--- src/rtl/wb_commit_unit_if.sv ---
// Handshake and register-file write-port bundle for wb_commit_unit.
//   issue_*  : decode issue request and scoreboard ready
//   alu_*    : ALU result stream (valid/ready)
//   ld_*     : cache load result stream (valid only, never stalled)
//   rf_*     : registered register-file write port (write, addr3, data3)
// The slave modport is the commit unit's view; the master modport is the
// view of the surrounding pipeline.
interface wb_commit_unit_if #(
  parameter int WORD_SIZE = 16,
  parameter int NUM_REG   = 4
);
  localparam int AW = $clog2(NUM_REG);

  logic                 issue_valid;
  logic [AW-1:0]        issue_dest;
  logic                 issue_ready;
  logic                 alu_valid;
  logic                 alu_ready;
  logic [AW-1:0]        alu_dest;
  logic [WORD_SIZE-1:0] alu_data;
  logic                 ld_valid;
  logic [AW-1:0]        ld_dest;
  logic [WORD_SIZE-1:0] ld_data;
  logic                 rf_write;
  logic [AW-1:0]        rf_addr;
  logic [WORD_SIZE-1:0] rf_data;

  modport slave (
    input  issue_valid, issue_dest,
    output issue_ready,
    input  alu_valid, alu_dest, alu_data,
    output alu_ready,
    input  ld_valid, ld_dest, ld_data,
    output rf_write, rf_addr, rf_data
  );

  modport master (
    output issue_valid, issue_dest,
    input  issue_ready,
    output alu_valid, alu_dest, alu_data,
    input  alu_ready,
    output ld_valid, ld_dest, ld_data,
    input  rf_write, rf_addr, rf_data
  );
endinterface

--- src/rtl/wb_commit_unit.sv ---
// Writeback/commit stage in front of the register-file write port.
// Arbitrates load results (highest priority), a one-entry ALU skid
// register, and direct ALU results onto a registered write port, and keeps
// a per-register pending scoreboard for decode.
// Ports:
//   clk      : system clock, rising edge
//   reset_n  : asynchronous active-low reset
//   bus      : wb_commit_unit_if.slave (issue, alu, ld, rf write port)
//   pending  : registered scoreboard, bit i = register i awaiting writeback
//   busy     : skid occupied, write in flight, or any register pending
module wb_commit_unit #(
  parameter int WORD_SIZE = 16,
  parameter int NUM_REG   = 4
) (
  input  logic               clk,
  input  logic               reset_n,
  wb_commit_unit_if.slave    bus,
  output logic [NUM_REG-1:0] pending,
  output logic               busy
);
  localparam int AW = $clog2(NUM_REG);

  logic                 skid_valid, skid_valid_d;
  logic [AW-1:0]        skid_dest, skid_dest_d;
  logic [WORD_SIZE-1:0] skid_data, skid_data_d;

  logic                 rf_write_q, rf_write_d;
  logic [AW-1:0]        rf_addr_q, rf_addr_d;
  logic [WORD_SIZE-1:0] rf_data_q, rf_data_d;

  logic [NUM_REG-1:0]   pending_d;
  logic                 alu_acc;

  assign bus.alu_ready   = ~skid_valid;
  assign bus.issue_ready = ~pending[bus.issue_dest];
  assign alu_acc         = bus.alu_valid & ~skid_valid;

  assign bus.rf_write = rf_write_q;
  assign bus.rf_addr  = rf_addr_q;
  assign bus.rf_data  = rf_data_q;
  assign busy         = skid_valid | rf_write_q | (|pending);

  always_comb begin
    rf_write_d   = 1'b0;
    rf_addr_d    = rf_addr_q;
    rf_data_d    = rf_data_q;
    skid_valid_d = skid_valid;
    skid_dest_d  = skid_dest;
    skid_data_d  = skid_data;
    pending_d    = pending;

    // Commit clears before issue sets: issue_ready guarantees the two never
    // target a pending register together, and an unscoreboarded write must
    // not cancel a fresh issue to the same register.
    if (rf_write_q)
      pending_d[rf_addr_q] = 1'b0;
    if (bus.issue_valid && bus.issue_ready)
      pending_d[bus.issue_dest] = 1'b1;

    if (bus.ld_valid) begin
      rf_write_d = 1'b1;
      rf_addr_d  = bus.ld_dest;
      rf_data_d  = bus.ld_data;
      if (alu_acc) begin
        skid_valid_d = 1'b1;
        skid_dest_d  = bus.alu_dest;
        skid_data_d  = bus.alu_data;
      end
    end else if (skid_valid) begin
      rf_write_d   = 1'b1;
      rf_addr_d    = skid_dest;
      rf_data_d    = skid_data;
      skid_valid_d = 1'b0;
    end else if (alu_acc) begin
      rf_write_d = 1'b1;
      rf_addr_d  = bus.alu_dest;
      rf_data_d  = bus.alu_data;
    end
  end

  always_ff @(posedge clk or negedge reset_n) begin
    if (!reset_n) begin
      skid_valid <= 1'b0;
      skid_dest  <= '0;
      skid_data  <= '0;
      rf_write_q <= 1'b0;
      rf_addr_q  <= '0;
      rf_data_q  <= '0;
      pending    <= '0;
    end else begin
      skid_valid <= skid_valid_d;
      skid_dest  <= skid_dest_d;
      skid_data  <= skid_data_d;
      rf_write_q <= rf_write_d;
      rf_addr_q  <= rf_addr_d;
      rf_data_q  <= rf_data_d;
      pending    <= pending_d;
    end
  end
endmodule

--- src/flat_wrapper.sv ---
// flat-port wrapper written by rule: the top's interface ports become plain ports
module wb_commit_unit_flat 
#(
  parameter int WORD_SIZE = 16,
  parameter int NUM_REG   = 4
)
  (clk, reset_n, pending, busy, bus_issue_valid, bus_issue_dest, bus_issue_ready, bus_alu_valid, bus_alu_dest, bus_alu_data, bus_alu_ready, bus_ld_valid, bus_ld_dest, bus_ld_data, bus_rf_write, bus_rf_addr, bus_rf_data);
  wb_commit_unit_if #(.WORD_SIZE(WORD_SIZE), .NUM_REG(NUM_REG)) bus_i ();
  input  logic clk;
  input  logic reset_n;
  output logic [NUM_REG-1:0] pending;
  output logic busy;
  input wire logic [$bits(bus_i.issue_valid)-1:0] bus_issue_valid;
  input wire logic [$bits(bus_i.issue_dest)-1:0] bus_issue_dest;
  output wire logic [$bits(bus_i.issue_ready)-1:0] bus_issue_ready;
  input wire logic [$bits(bus_i.alu_valid)-1:0] bus_alu_valid;
  input wire logic [$bits(bus_i.alu_dest)-1:0] bus_alu_dest;
  input wire logic [$bits(bus_i.alu_data)-1:0] bus_alu_data;
  output wire logic [$bits(bus_i.alu_ready)-1:0] bus_alu_ready;
  input wire logic [$bits(bus_i.ld_valid)-1:0] bus_ld_valid;
  input wire logic [$bits(bus_i.ld_dest)-1:0] bus_ld_dest;
  input wire logic [$bits(bus_i.ld_data)-1:0] bus_ld_data;
  output wire logic [$bits(bus_i.rf_write)-1:0] bus_rf_write;
  output wire logic [$bits(bus_i.rf_addr)-1:0] bus_rf_addr;
  output wire logic [$bits(bus_i.rf_data)-1:0] bus_rf_data;
  assign bus_i.issue_valid = bus_issue_valid;
  assign bus_i.issue_dest = bus_issue_dest;
  assign bus_issue_ready = bus_i.issue_ready;
  assign bus_i.alu_valid = bus_alu_valid;
  assign bus_i.alu_dest = bus_alu_dest;
  assign bus_i.alu_data = bus_alu_data;
  assign bus_alu_ready = bus_i.alu_ready;
  assign bus_i.ld_valid = bus_ld_valid;
  assign bus_i.ld_dest = bus_ld_dest;
  assign bus_i.ld_data = bus_ld_data;
  assign bus_rf_write = bus_i.rf_write;
  assign bus_rf_addr = bus_i.rf_addr;
  assign bus_rf_data = bus_i.rf_data;
  wb_commit_unit #(.WORD_SIZE(WORD_SIZE), .NUM_REG(NUM_REG)) u_core (.clk(clk), .reset_n(reset_n), .bus(bus_i), .pending(pending), .busy(busy));
endmodule
--- config.mk ---
export PLATFORM = sky130hd
export DESIGN_NAME = wb_commit_unit_flat
export DESIGN_NICKNAME = d
export VERILOG_FILES = /design/src/rtl/wb_commit_unit_if.sv /design/src/rtl/wb_commit_unit.sv /design/src/flat_wrapper.sv
export SDC_FILE = /design/constraint.sdc
export NUM_CORES = 1
export LEC_CHECK = 0
export CORE_MARGIN = 2
export CORE_UTILIZATION = 41
export CTS_CLUSTER_DIAMETER = 50
export DETAILED_ROUTE_END_ITERATION = 10
export PLACE_DENSITY = 0.77
export SLEW_MARGIN = 15
export SYNTH_ARGS = -nofsm -noshare
export SYNTH_HDL_FRONTEND = slang
export SYNTH_SLANG_ARGS = --single-unit
--- constraint.sdc ---
create_clock -name clk -period 1.21 [get_ports clk]
set_input_delay 0.363 -clock clk [delete_from_list [all_inputs] [get_ports clk]]
set_output_delay 0.363 -clock clk [all_outputs]
set_load 0.03 [all_outputs]
### Yosys cells after proc, flatten, opt, wreduce, memory -nomap -nowiden

Cells that the tools add are included.

| cells by class | value |
|---|---|
| $add $sub $neg | 0 |
| $mul | 0 |
| div/mod/pow operators | 0 |
| $lt $le $gt $ge | 4 |
| eq/ne operators | 1 |
| shift operators | 0 |
| muxes and demuxes | 19 |
| bitwise logic cells | 8 |
| reductions and logical operators | 6 |

Operators with widths:

| kind | number |
|---|---|
| 2-to-1 mux 16 bit | 3 |
| 2-to-1 mux 1 bit | 8 |
| 2-to-1 mux 4 bit | 2 |
| less-than comparator 2 x 3 -> 1 bit (second input constant) | 2 |
| 2-to-1 mux 2 bit | 3 |
| bitwise AND 4 bit | 1 |
| demux 1 bit (select 2 bit) | 2 |
| greater-or-equal comparator 2 x 1 -> 1 bit (second input constant) | 2 |
| NOT 4 bit | 1 |
| bitwise OR 4 bit | 1 |
| OR reduction 4 bit | 1 |
| logical AND 1 bit | 3 |
| nonzero test 3 bit | 1 |
| binary-select mux 1 bit (select 2 bit) | 1 |
| != test 2 x 1 -> 1 bit (second input constant) | 1 |
| NOT 1 bit | 2 |
| bitwise OR 1 bit | 2 |
| AND reduction 2 bit | 1 |
| bitwise AND 1 bit | 1 |

| storage, ports and cells | value |
|---|---|
| flip-flop bits (word level) | 42 |
| latch bits | 0 |
| memory bits (writable) | 0 |
| ROM bits | 0 |
| input port bits | 43 |
| output and inout port bits | 26 |
| logic and storage cells | 45 |
| memories | 0 |

### Longest topological paths before layout

| depth | value |
|---|---|
| depth in word-level cells | 9 |
| depth in mapped cells | 4 |
| mapped depth without buffers | 2 |

### Worst setup path after synthesis

Ideal clock, no wire load.

| path | value |
|---|---|
| path type | register to output |
| start | reg u_core.pending[3] |
| end | out bus_issue_ready |
| arrival | 1,202 ps |
| required time | 847 ps |
| path slack | -355 ps |
| cell stages (with the launch flop) | 3 |
| cell sequence | dfrtp_1 mux4_2 inv_1 |

| between the ends | value |
|---|---|
| longest elaborated chain between the ends | 3 |

RTL lines:

| what | line | source |
|---|---|---|
| start: declaration | wb_commit_unit.sv:18 | `output logic [NUM_REG-1:0] pending,` |
| start signal: assignment | wb_commit_unit.sv:97 | `pending <= pending_d;` |
| binary-select mux 1 bit (select 2 bit) | wb_commit_unit.sv:35 | `assign bus.issue_ready = ~pending[bus.issue_dest];` |
| 2-to-1 mux 1 bit (not written as such) | wb_commit_unit.sv:35 |  |
| NOT 1 bit | wb_commit_unit.sv:35 |  |
| end: declaration | flat_wrapper.sv:15 | `output wire logic [$bits(bus_i.issue_ready)-1:0] bus_issue_ready;` |

No other way between the ends. The select of a mux whose other input is x is not followed.

### Final worst setup path

Ends and elaborated chain as after synthesis.

==> flow_summary.toml <==
[status]
status = "complete, but fails checks"
violations = "setup timing"

[timing]
rsz0062_at_grt = "yes"
worst_slack_ns = -0.544
finalHoldViolCount = 0
clock.fmax_mhz = 570
slew_viol_final = 0
relSlewSlack_pct = 76.6
finalSetupTns_ns = -7.33
worst_slew_pin_slew_ns = 0.350
min_period_over_period_pct = 145
setup_viol = 48
layout_min_cycle_time_ns = 1.75
skew_ns = 0.00556

[route]
drc = 0
via_per_inst = 5.19
wl_per_cell_um = 16.9
vias = 1761
ant_nets = 0
drt_wl_total_um = 5750
drt_iter0_markers = 85
first_pass_iters = 4

[worst_setup_path]
crit_chain = "mux4_2 > inv_4 > buf_6"
path_class = "reg -> out"
required_ns = 0.85
cp_num_buf_inv = 2
startpoint_type = "flip-flop"
critical_path.max_fanout = 2
worstPathArrival_ns = 1.39
critPathMaxStageDelay_ns = 0.50
crit_family = "multiplexers"
crit_slowest_cell = "mux4_2"
endpoint_kind = "output pin"

[yosys]
synth.avg_cell_area_um2 = 12.8
yosys.area.top_type = "dfrtp_1"
ys_types = 28
synth_seq_cells = 42
syn_inst = 164
yosysSeqAreaShare_pct = 50.1
yosys_warnings = 0
synthTopCellsByArea = "dfrtp_1 50%, mux2i_1 8.6%, mux2_4 7.2%, nor3b_1 6.4%, a211oi_1 6.1%"
yosysTopAreaCellShare_pct = 50.1
synthesis.area_mm2 = 0.00210
synth_fp_nets = 207

[hold_path]
hold_class = "in -> async"

[floorplan]
die_y_um = 75.5
design.core.area_mm2 = 0.00501
io-pin-count = 69
fp.dieW_um = 75.5
rows = 26
die_area_mm2 = 0.00570
start_util_pct = 41.9

[place]
port-buffer-count = 68
gp_congestion = 0.866
post-place-ws_ns = -0.769
hpwl_um = 3640

[power_and_ir_drop]
p_leak_nw = 1.53
combPwrFrac_pct = 37.1
peakVddDrop_mv = 0.622
power.switching_w = 0.00140
internal_power_w = 0.00326
seq_power_share_pct = 38.7
swShare_pct = 30.1
p_clk_share_pct = 24.2
power_density_mw_per_mm2 = 1340
power.total_w = 0.00467

[grt]
grt-ovfl-total = 0
grt.busiest_layer = "met2"
use_met1_pct = 28.1
track_usage_pct = 20.9
grt_pass1_wl_um = 8950
grt_util_met2_pct = 34.6
antenna_found_initial = 0
grt_util_met3_pct = 4.37
grt_pass1_vias = 1850
grt_max_degree = 28

[finish]
fillers = 368
drive_above_1_share_pct = 48.0
post-route-util_pct = 69.8
syn2layout_area_growth_pct = 66.6
n_antenna_cell = 0
multiInputGateArea_mm2 = 0.00110
final_common_cell = "buf_6"
final_cell_mix = "44 x buf_6, 38 x clkdlybuf4s50_1, 34 x dfrtp_1"
regArea_mm2 = 0.00106
nets = 312

[cts]
cts-htree-levels = 2
root_buffer = "clkbuf_8"
holdBufCountCts = 0
clockBufferDepth = 2
cts_tree = "built"
numCtsBuffers = 5
cts_sinks = 42
path_clk_slew_ns = 0.08
clock_latency_ns = 0.29

[run]
drv_cap = 0
cell families after synthesis:
family,Yosys count,synth area share (%)
simple gates,47,16.2
flops,42,50.1
mux,37,21.1
compound gates,24,8.65
buf+inv,14,3.88
cell usage after synthesis (all sizes together):
| cell | n |
|---|---|
| dfrtp | 42 |
| mux2 | 18 |
| mux2i | 18 |
| nor3b | 18 |
| a211oi | 17 |
| nor2b | 17 |
| buf | 8 |
| a21o | 3 |
| clkbuf | 3 |
| inv | 3 |
| nand3b | 3 |
| nor2 | 2 |
| nor4bb | 2 |
| a221oi | 1 |
| a31oi | 1 |
| a41oi | 1 |
| mux4 | 1 |
| nand2 | 1 |
| nor4 | 1 |
| nor4b | 1 |
| o21a | 1 |
| or3 | 1 |
| or3b | 1 |
power groups by stage:
stage	sequential [W]	clock, W	combinational (W)
final	0.00181	0.00113	0.00173
after global routing	0.00183	0.00121	0.00184
after CTS	0.00180	0.00115	0.00157
after detailed placement	0.00181	0	0.00134
after global placement	0.00180	0	0.00131
after floorplan	0.00205	0	0.000496
registers in the layout, summed over array words and instances (netlist names):
register / cells
u_core.skid_valid: 1
u_core.skid_data: 16
u_core.bus.rf_data: 16
u_core.pending: 4
u_core.bus.rf_write: 1
u_core.skid_dest: 2
u_core.bus.rf_addr: 2
repair_timing:
item / 4_1_cts / 5_1_grt
gates resized for setup: 47 / 30
buffers inserted: 17 / 6
pin swaps: 4 / 4
cloned: 2 / 0
endpoints found under the setup margin: 63 / 64
per-layer routing:
layer / routed length, um / up-vias / share of wire (%)
met5: 0 / - / 0
met3: 201 / 7 / 3.5
met4: 63 / 0 / 1.1
li1: - / 809 / -
met2: 3000 / 42 / 52
met1: 2480 / 903 / 43
path summary, 6_finish.rpt:
check / depth (start not counted) / startpoint / end / slack (ns)
worst max-delay path: 3 / u_core.pending[3] / bus_issue_ready / -0.54
worst min-delay path: 2 / reset_n / u_core.bus.rf_addr[0] / 0.03
worst max register to register: 4 / u_core.skid_valid / u_core.skid_data[14] / -0.17
worst min register to register: 1 / u_core.skid_dest[0] / u_core.skid_dest[0] / 0.52
max in group asynchronous: 2 / reset_n / u_core.skid_data[13] / 0.90
min in group clk: 1 / u_core.skid_dest[0] / u_core.skid_dest[0] / 0.52
area by class of cell:
class	count	area share, %
multi-input combinational	108	31.5
inverter	3	0.394
timing repair buffer	109	32.0
tap	70	2.51
sequential	42	30.4
clock inverter	1	0.859
clock buffer	6	2.36
per-stage QoR:
stage | hold slack [ns] | cells | instance area (um^2)
after floorplan | 0.0674 | 164 | 2110
after global placement | 0.355 | 309 | 2890
after detailed placement | 0.359 | 309 | 2890
after CTS | 0.0401 | 334 | 3310
after global routing | 0.0400 | 339 | 3490
final | 0.0347 | 339 | 3490
(Power assumes the default switching activity.)
